File: src/rtl/cache_controller.sv
// Direct-mapped, write-through, no-write-allocate cache in front of an SRAM controller.
// Ports:
//   clk, rst                    : clock and asynchronous active-high reset
//   read_en, write_en, addr,
//   wdata, rdata, ready         : pipeline side; ready=0 freezes the pipeline
//   sram_read_en, sram_write_en,
//   sram_addr, sram_wdata,
//   sram_rdata, sram_ready      : SRAM controller side
//   hit_cnt, miss_cnt           : saturating read hit/miss counters
module cache_controller #(
    parameter int INDEX_W = 6,
    parameter int CNT_W   = 16
) (
    input  logic             clk,
    input  logic             rst,
    input  logic             read_en,
    input  logic             write_en,
    input  logic [31:0]      addr,
    input  logic [31:0]      wdata,
    output logic [31:0]      rdata,
    output logic             ready,
    output logic             sram_read_en,
    output logic             sram_write_en,
    output logic [31:0]      sram_addr,
    output logic [31:0]      sram_wdata,
    input  logic [31:0]      sram_rdata,
    input  logic             sram_ready,
    output logic [CNT_W-1:0] hit_cnt,
    output logic [CNT_W-1:0] miss_cnt
);

    localparam int SETS  = 1 << INDEX_W;
    localparam int TAG_W = 17 - INDEX_W;

    typedef enum logic [1:0] {
        IDLE,
        READ_MISS,
        WRITE
    } state_t;

    state_t state;

    logic [SETS-1:0]  valid;
    logic [TAG_W-1:0] tag_mem  [SETS];
    logic [31:0]      data_mem [SETS];

    logic [INDEX_W-1:0] index;
    logic [TAG_W-1:0]   tag;
    logic               hit;
    logic               fill;
    logic               wr_upd;
    logic               unused_addr;

    assign index = addr[INDEX_W+1:2];
    assign tag   = addr[18:INDEX_W+2];
    assign hit   = valid[index] && (tag_mem[index] == tag);

    // Upper address bits and byte offset do not take part in lookup.
    assign unused_addr = ^{addr[31:19], addr[1:0]};

    assign sram_addr     = addr;
    assign sram_wdata    = wdata;
    assign sram_read_en  = (state == READ_MISS);
    assign sram_write_en = (state == WRITE);

    assign fill   = (state == READ_MISS) && sram_ready;
    assign wr_upd = (state == WRITE) && sram_ready && hit;

    always_comb begin
        ready = 1'b0;
        rdata = 32'd0;
        unique case (state)
            IDLE: begin
                // A read outranks a simultaneous write.
                if (read_en) begin
                    ready = hit;
                    if (hit) rdata = data_mem[index];
                end else begin
                    ready = !write_en;
                end
            end
            READ_MISS: begin
                ready = sram_ready;
                if (sram_ready) rdata = sram_rdata;
            end
            WRITE: begin
                ready = sram_ready;
            end
            default: begin
                ready = 1'b0;
            end
        endcase
    end

    always_ff @(posedge clk or posedge rst) begin
        if (rst) begin
            state    <= IDLE;
            valid    <= '0;
            hit_cnt  <= '0;
            miss_cnt <= '0;
        end else begin
            unique case (state)
                IDLE: begin
                    if (read_en) begin
                        if (hit) begin
                            if (hit_cnt != '1) hit_cnt <= hit_cnt + 1'b1;
                        end else begin
                            if (miss_cnt != '1) miss_cnt <= miss_cnt + 1'b1;
                            state <= READ_MISS;
                        end
                    end else if (write_en) begin
                        state <= WRITE;
                    end
                end
                READ_MISS: begin
                    if (sram_ready) begin
                        valid[index] <= 1'b1;
                        state        <= IDLE;
                    end
                end
                WRITE: begin
                    if (sram_ready) state <= IDLE;
                end
                default: state <= IDLE;
            endcase
        end
    end

    // Arrays are not reset; gating with rst keeps an aborted miss
    // or write from touching them.
    always_ff @(posedge clk) begin
        if (!rst) begin
            if (fill) begin
                data_mem[index] <= sram_rdata;
                tag_mem[index]  <= tag;
            end else if (wr_upd) begin
                data_mem[index] <= wdata;
            end
        end
    end

endmodule

File: config.mk
export PLATFORM = sky130hd
export DESIGN_NAME = cache_controller
export DESIGN_NICKNAME = d
export VERILOG_FILES = /design/src/rtl/cache_controller.sv
export SDC_FILE = /design/constraint.sdc
export NUM_CORES = 2
export LEC_CHECK = 0
export ABC_AREA = 1
export CORE_ASPECT_RATIO = 1.75
export CORE_MARGIN = 4
export CORE_UTILIZATION = 40
export DETAILED_ROUTE_END_ITERATION = 10
export SLEW_MARGIN = 10
export SYNTH_ARGS = -nofsm -noshare
export SYNTH_HDL_FRONTEND = slang
export SYNTH_SLANG_ARGS = --single-unit
export TNS_END_PERCENT = 100
File: constraint.sdc
create_clock -name clk -period 5.94 [get_ports clk]
set_clock_uncertainty 0.15 [all_clocks]
set_input_delay 0.594 -clock clk [delete_from_list [all_inputs] [get_ports clk]]
set_output_delay 0.594 -clock clk [all_outputs]
set_load 0.05 [all_outputs]
Yosys cells after proc, flatten, opt, wreduce, memory -nomap -nowiden
Memories as Yosys holds them, arrays and structs flattened. Index checks and enable logic that the tools add are counted. W data, S select, Z words.

Multiplexer cells: 23. Reductions and logical operators: 12. Equal/unequal tests: 8. Bitwise operators: 3. Add/sub/neg operators: 2. $lt $le $gt $ge: 2.

Operator list (count): $mux W32 (4); $or A64 B64 Y64 (1); $pmux W32 S2 (1); $add A16 B1 Y16 const B (2); $ne A16 B16 Y1 const B (2); $eq A11 B11 Y1 (1); $mux W1 (10); $mux W2 (4); $reduce_and A4 Y1 (2); $lt A6 B7 Y1 const B (1); $bmux W1 S6 (1); $demux W1 S6 (1); $ge A6 B1 Y1 const B (1); $ne A3 B3 Y1 const B (2); $logic_and A1 B1 Y1 (5); $pmux W2 S2 (1); $reduce_and A3 Y1 (1); $eq A2 B1 Y1 const B (1); $eq A2 B2 Y1 const B (1); $logic_not A2 Y1 (1); $ne A2 B1 Y1 const B (1); $pmux W1 S2 (1); $reduce_and A2 Y1 (1); $reduce_or A2 Y1 (1); other kinds (3) (3).

Output and inout port bits: 131. Flip-flop bits (word level): 98. Bits in writable memories: 2752. Memories: 2.

Memory list: data_mem (depth 64, width 32, rd ports 1, clocked after Yosys merged registers in 0, wr ports 1, RTL line 45) `logic [31:0] data_mem [SETS];`; tag_mem (depth 64, width 11, rd ports 1, clocked after Yosys merged registers in 0, wr ports 1, RTL line 44) `logic [TAG_W-1:0] tag_mem [SETS];`.

Logic depth before layout (Yosys ltp)
Depth in word-level cells: 9. Depth in mapped cells: 25.

Worst setup path before layout
Ideal clock, no wire load.

Path type: input to register. Start: in rst. End: mem data_mem[10][0] (enable). Buffers on the path: 1. Setup slack: 0.293 ns. Stages on the path: 6. Arrival: 5.075 ns. Cell sequence: inv_1 nand2_1 nand2_1 inv_2 buf_6 nor2_1.

Longest elaborated chain between the ends: 3. Elaborated cells between the ends (all ways): 5. Those cells by class: mux (4); bitwise (1).

Ends and longest elaborated chain: start: declaration (RTL line 15) `input logic rst,`; $mux W1 (RTL line 132) `if (!rst) begin`; $mux W1 (on tied branches) (RTL line 134, 137); $or A1 B1 Y1 (no line) *; end: declaration (RTL line 45).

Every way passes the cells marked *; elsewhere a longest branch is shown, timed or not.

Final worst setup path
Start: in addr[2]. End: out rdata[12].

Longest elaborated chain between the ends: 6. Elaborated cells between the ends (all ways): 9. Those cells by class: eq/ne (1); mux (5); reduce/logical (1); memory (2).

Ends and longest elaborated chain: start: declaration (RTL line 18) `input logic [31:0] addr,`; $mem_v2 Z64 W11 or $bmux W1 S6 (tied branches); $eq A11 B11 Y1 or $mux W1 (tied branches) (RTL line 56) `assign hit = valid[index] && (tag_mem[index] == tag);`; $logic_and A1 B1 Y1 (RTL line 56); $mux W32 * (RTL line 77) `if (hit) rdata = data_mem[index];`; $mux W32 * (RTL line 75) `if (read_en) begin`; $pmux W32 S2 * (RTL line 72) `unique case (state)`; end: declaration (RTL line 20) `output logic [31:0] rdata,`.

Every way passes the cells marked *; elsewhere a longest branch is shown, timed or not. The select of a mux whose other input is x is not followed.

==> impl_metrics.yaml <==
floorplanning:
  rows: 253
  ios: 232
  coreArea_um2: 271000
  die_h_um: 698
  initial_core_util: 0.401
  die_x_um: 402
  fp.dieArea_um2: 281000
global_routing:
  grt.total_usage: 0.241
  grt_antenna_before_repair: 3
  grt_max_degree: 151
  grt_pass1_vias: 68100
  grt_pass1_wl_mm: 494
  grt_overflow: 0
outcome:
  outcome: "finished, final reports clean"
detailed_routing:
  firstDrtPassIters: 6
  viasPerCell: 5.86
  ant_nets: 0
  drc_errors: 0
  finalWirelength_mm: 348
  wl_per_cell_um: 29.8
  drtIter0Drc: 7813
  vias: 68500
power:
  powerDensity_nw_per_um2: 318
  p_int_mw: 31.5
  power_leakage_nw: 43.1
  pwr-share-clk: 0.389
  p_comb_frac: 0.068
  power_switching_mw: 9.19
  swShare: 0.226
  seq_power_share: 0.543
  peakVddDrop_mv: 0.273
placed_design:
  dp_hpwl_mm: 215
  dpl_worst_slack_ps: -286
  numPortBuffers: 201
  place_inst: 11300
  place.gp.congestion: 0.882
worst_hold_path:
  min_path_type: "in -> reg"
timing:
  hold_violations: 0
  worst-slew-pin-transition_ps: 1280
  setup_ws_ps: 60.4
  finalSetupViolCount: 0
  fin_crit_ps: 5880
  relSlewSlack: 0.143
  whs_ps: 79.9
  finalCritPeriodShare: 0.990
  rsz0062_at_grt: "no"
  fmax_mhz: 170
  finalMaxSlewViolations: 0
logic_synthesis:
  avgSynthCellArea_um2: 14.6
  yosys_warnings: 0
  synth_xor_area_frac: 0.00226
  synth_cell_types: 38
  synth_seq_area_share: 0.783
  synth_fp_nets: 7567
  ys.flop_type: "edfxtp_1"
  synth-simple-area-share: 0.0748
  synth.cell_area_um2: 109000
  synth_edf_count: 2752
  synth_compound_area_frac: 0.100
  synth_top_family_by_area: "compound AO/OA/AOI/OAI gates"
  synth_seq_cells: 2850
  synthCells: 7460
  ys_async_sr_fraction: 0.0344
  synthAdderAreaFrac: 0.000690
  synthMuxAreaShare: 0
final_layout:
  most-common-layout-cells: "edfxtp_1, nand2_1, o22ai_1"
  drive_gt1_frac: 0.142
  final_common_cell: "edfxtp_1"
  stdcell_count: 11700
  area.growth.synth_to_final_pct: 17.7
  num-fill-cells: 23200
  nNetsFinal: 8049
setup_path:
  path_max_fanout: 75
  critPathKind: "in -> out"
  worstPathArrival_ps: 5140
  endpoint_kind: "output pin"
  cp.required_ps: 5200
  cp-start-kind: "primary input"
clock_network:
  cts_tree: "built"
  cts-root-buf: "clkbuf_16"
  cts-buffers-inserted: 240
  clock_latency_ps: 880
  cts_sinks: 2850
  clkSlewWorstSetupHoldPaths_ps: 70
  htreeDepth: 4
  cts_buffer_depth: 4
run:
  cap_viol_max_count: 0
power by group through the flow:
stage                     Clock, mW  Sequential [mW]  Combinational (mW)
after global routing           16.8             22.1                2.90
final                          15.8             22.1                2.77
after global placement            0             22.5                2.73
after CTS                      16.0             22.1                2.76
after floorplan                   0             22.6                1.31
after detailed placement          0             22.5                2.75
sequential cells by signal (all words and copies together) (netlist names):
register / cells
data_mem: 2048
hit_cnt: 16
miss_cnt: 16
state: 2
tag_mem: 704
valid: 64
path summary, 6_finish.rpt:
kind,cells after the start,start,to,slack [ps]
max in group asynchronous,4,rst,valid[29],4150
hold reg to reg,2,valid[23],valid[23],310
setup / recovery,16,addr[2],rdata[12],60
setup reg to reg,18,tag_mem[42][8],data_mem[45][7],1790
hold / removal,1,addr[17],tag_mem[45][9],80
min in group asynchronous,3,rst,hit_cnt[9],210
Yosys cell counts, types with 6 or more instances:
cell,instances,area (um2)
nor2_2,10,62.6
ha_1,6,75.1
edfxtp_1,2752,82600
clkbuf_1,226,848
dfrtp_1,98,2450
or2_1,11,68.8
buf_1,33,124
or2_0,8,50.1
xor2_1,16,140
nor3_1,16,80.1
o22ai_1,978,6120
o21bai_1,6,45.0
nand2_1,1188,4460
o31ai_1,6,45.0
buf_2,123,616
a21oi_1,14,70.1
o221ai_1,12,105
or2_2,81,507
inv_2,8,30.0
o41ai_1,250,2190
o21ai_1,76,380
buf_6,42,473
nand3_1,151,756
o211ai_1,114,856
nor2_1,399,1500
nand4_1,91,569
inv_1,426,1600
buf_4,80,601
o21ai_0,214,1070
xnor2_1,12,105
cell type report:
type                       instances  area [um2]  share of cell area
antenna                            4        10.0           0.0000782
clock buffer                     277        6190              0.0483
clock inverter                   152        1510              0.0118
inverter                         437        1670              0.0131
multi-input combinational       3669       20300               0.159
sequential                      2850       85100               0.665
tap                             3570        4470              0.0349
timing repair buffer             744        8710              0.0681
per-layer routing:
layer	GRT usage	vias to the layer above	share of wire
li1	-	29200	-
met4	0.117	0	0.057
met3	0.0312	855	0.075
met5	0	-	0
met1	0.286	34900	0.35
met2	0.432	3620	0.52
through the flow:
step | util | TNS, ps | instance area, um2 | power [mW]
2_1_floorplan | - | 0 | 109000 | 23.9
3_3_place_gp | 0.444 | -444 | 120000 | 25.3
4_1_cts | 0.472 | 0 | 128000 | 40.9
3_5_place_dp | 0.444 | -454 | 120000 | 25.3
5_1_grt | 0.472 | 0 | 128000 | 41.8
6_report | 0.472 | 0 | 128000 | 40.7
worst max-delay path, stage by stage:
cell and delay, ps:
buf_8 330, inv_8 300, buf_12 280, buf_4 190, nand2_4 80, buf_12 270
buf_12 320, buf_4 360, o22ai_1 140, o41ai_2 750, nand4_1 440, nor2_1 380
buf_4 210, nand2_1 60, nand2_1 100, buf_12 140
logic make-up (layout without fill, tap and decap cells):
kind of cell,after synthesis,after routing
buf+inv,941,1610
compound gates,1671,1671
fa+ha+maj,6,6
simple gates,1964,1964
flops,2850,2850
xor+xnor,28,28
other cells,0,4
what timing repair did:
item,4_1_cts,5_1_grt
gates cloned,0,0
endpoints found under the setup margin,2,1
hold endpoints to repair,43,0
hold buffers,3,0
resized for setup,2,2
setup buffers,0,0
(Power assumes the default switching activity.)
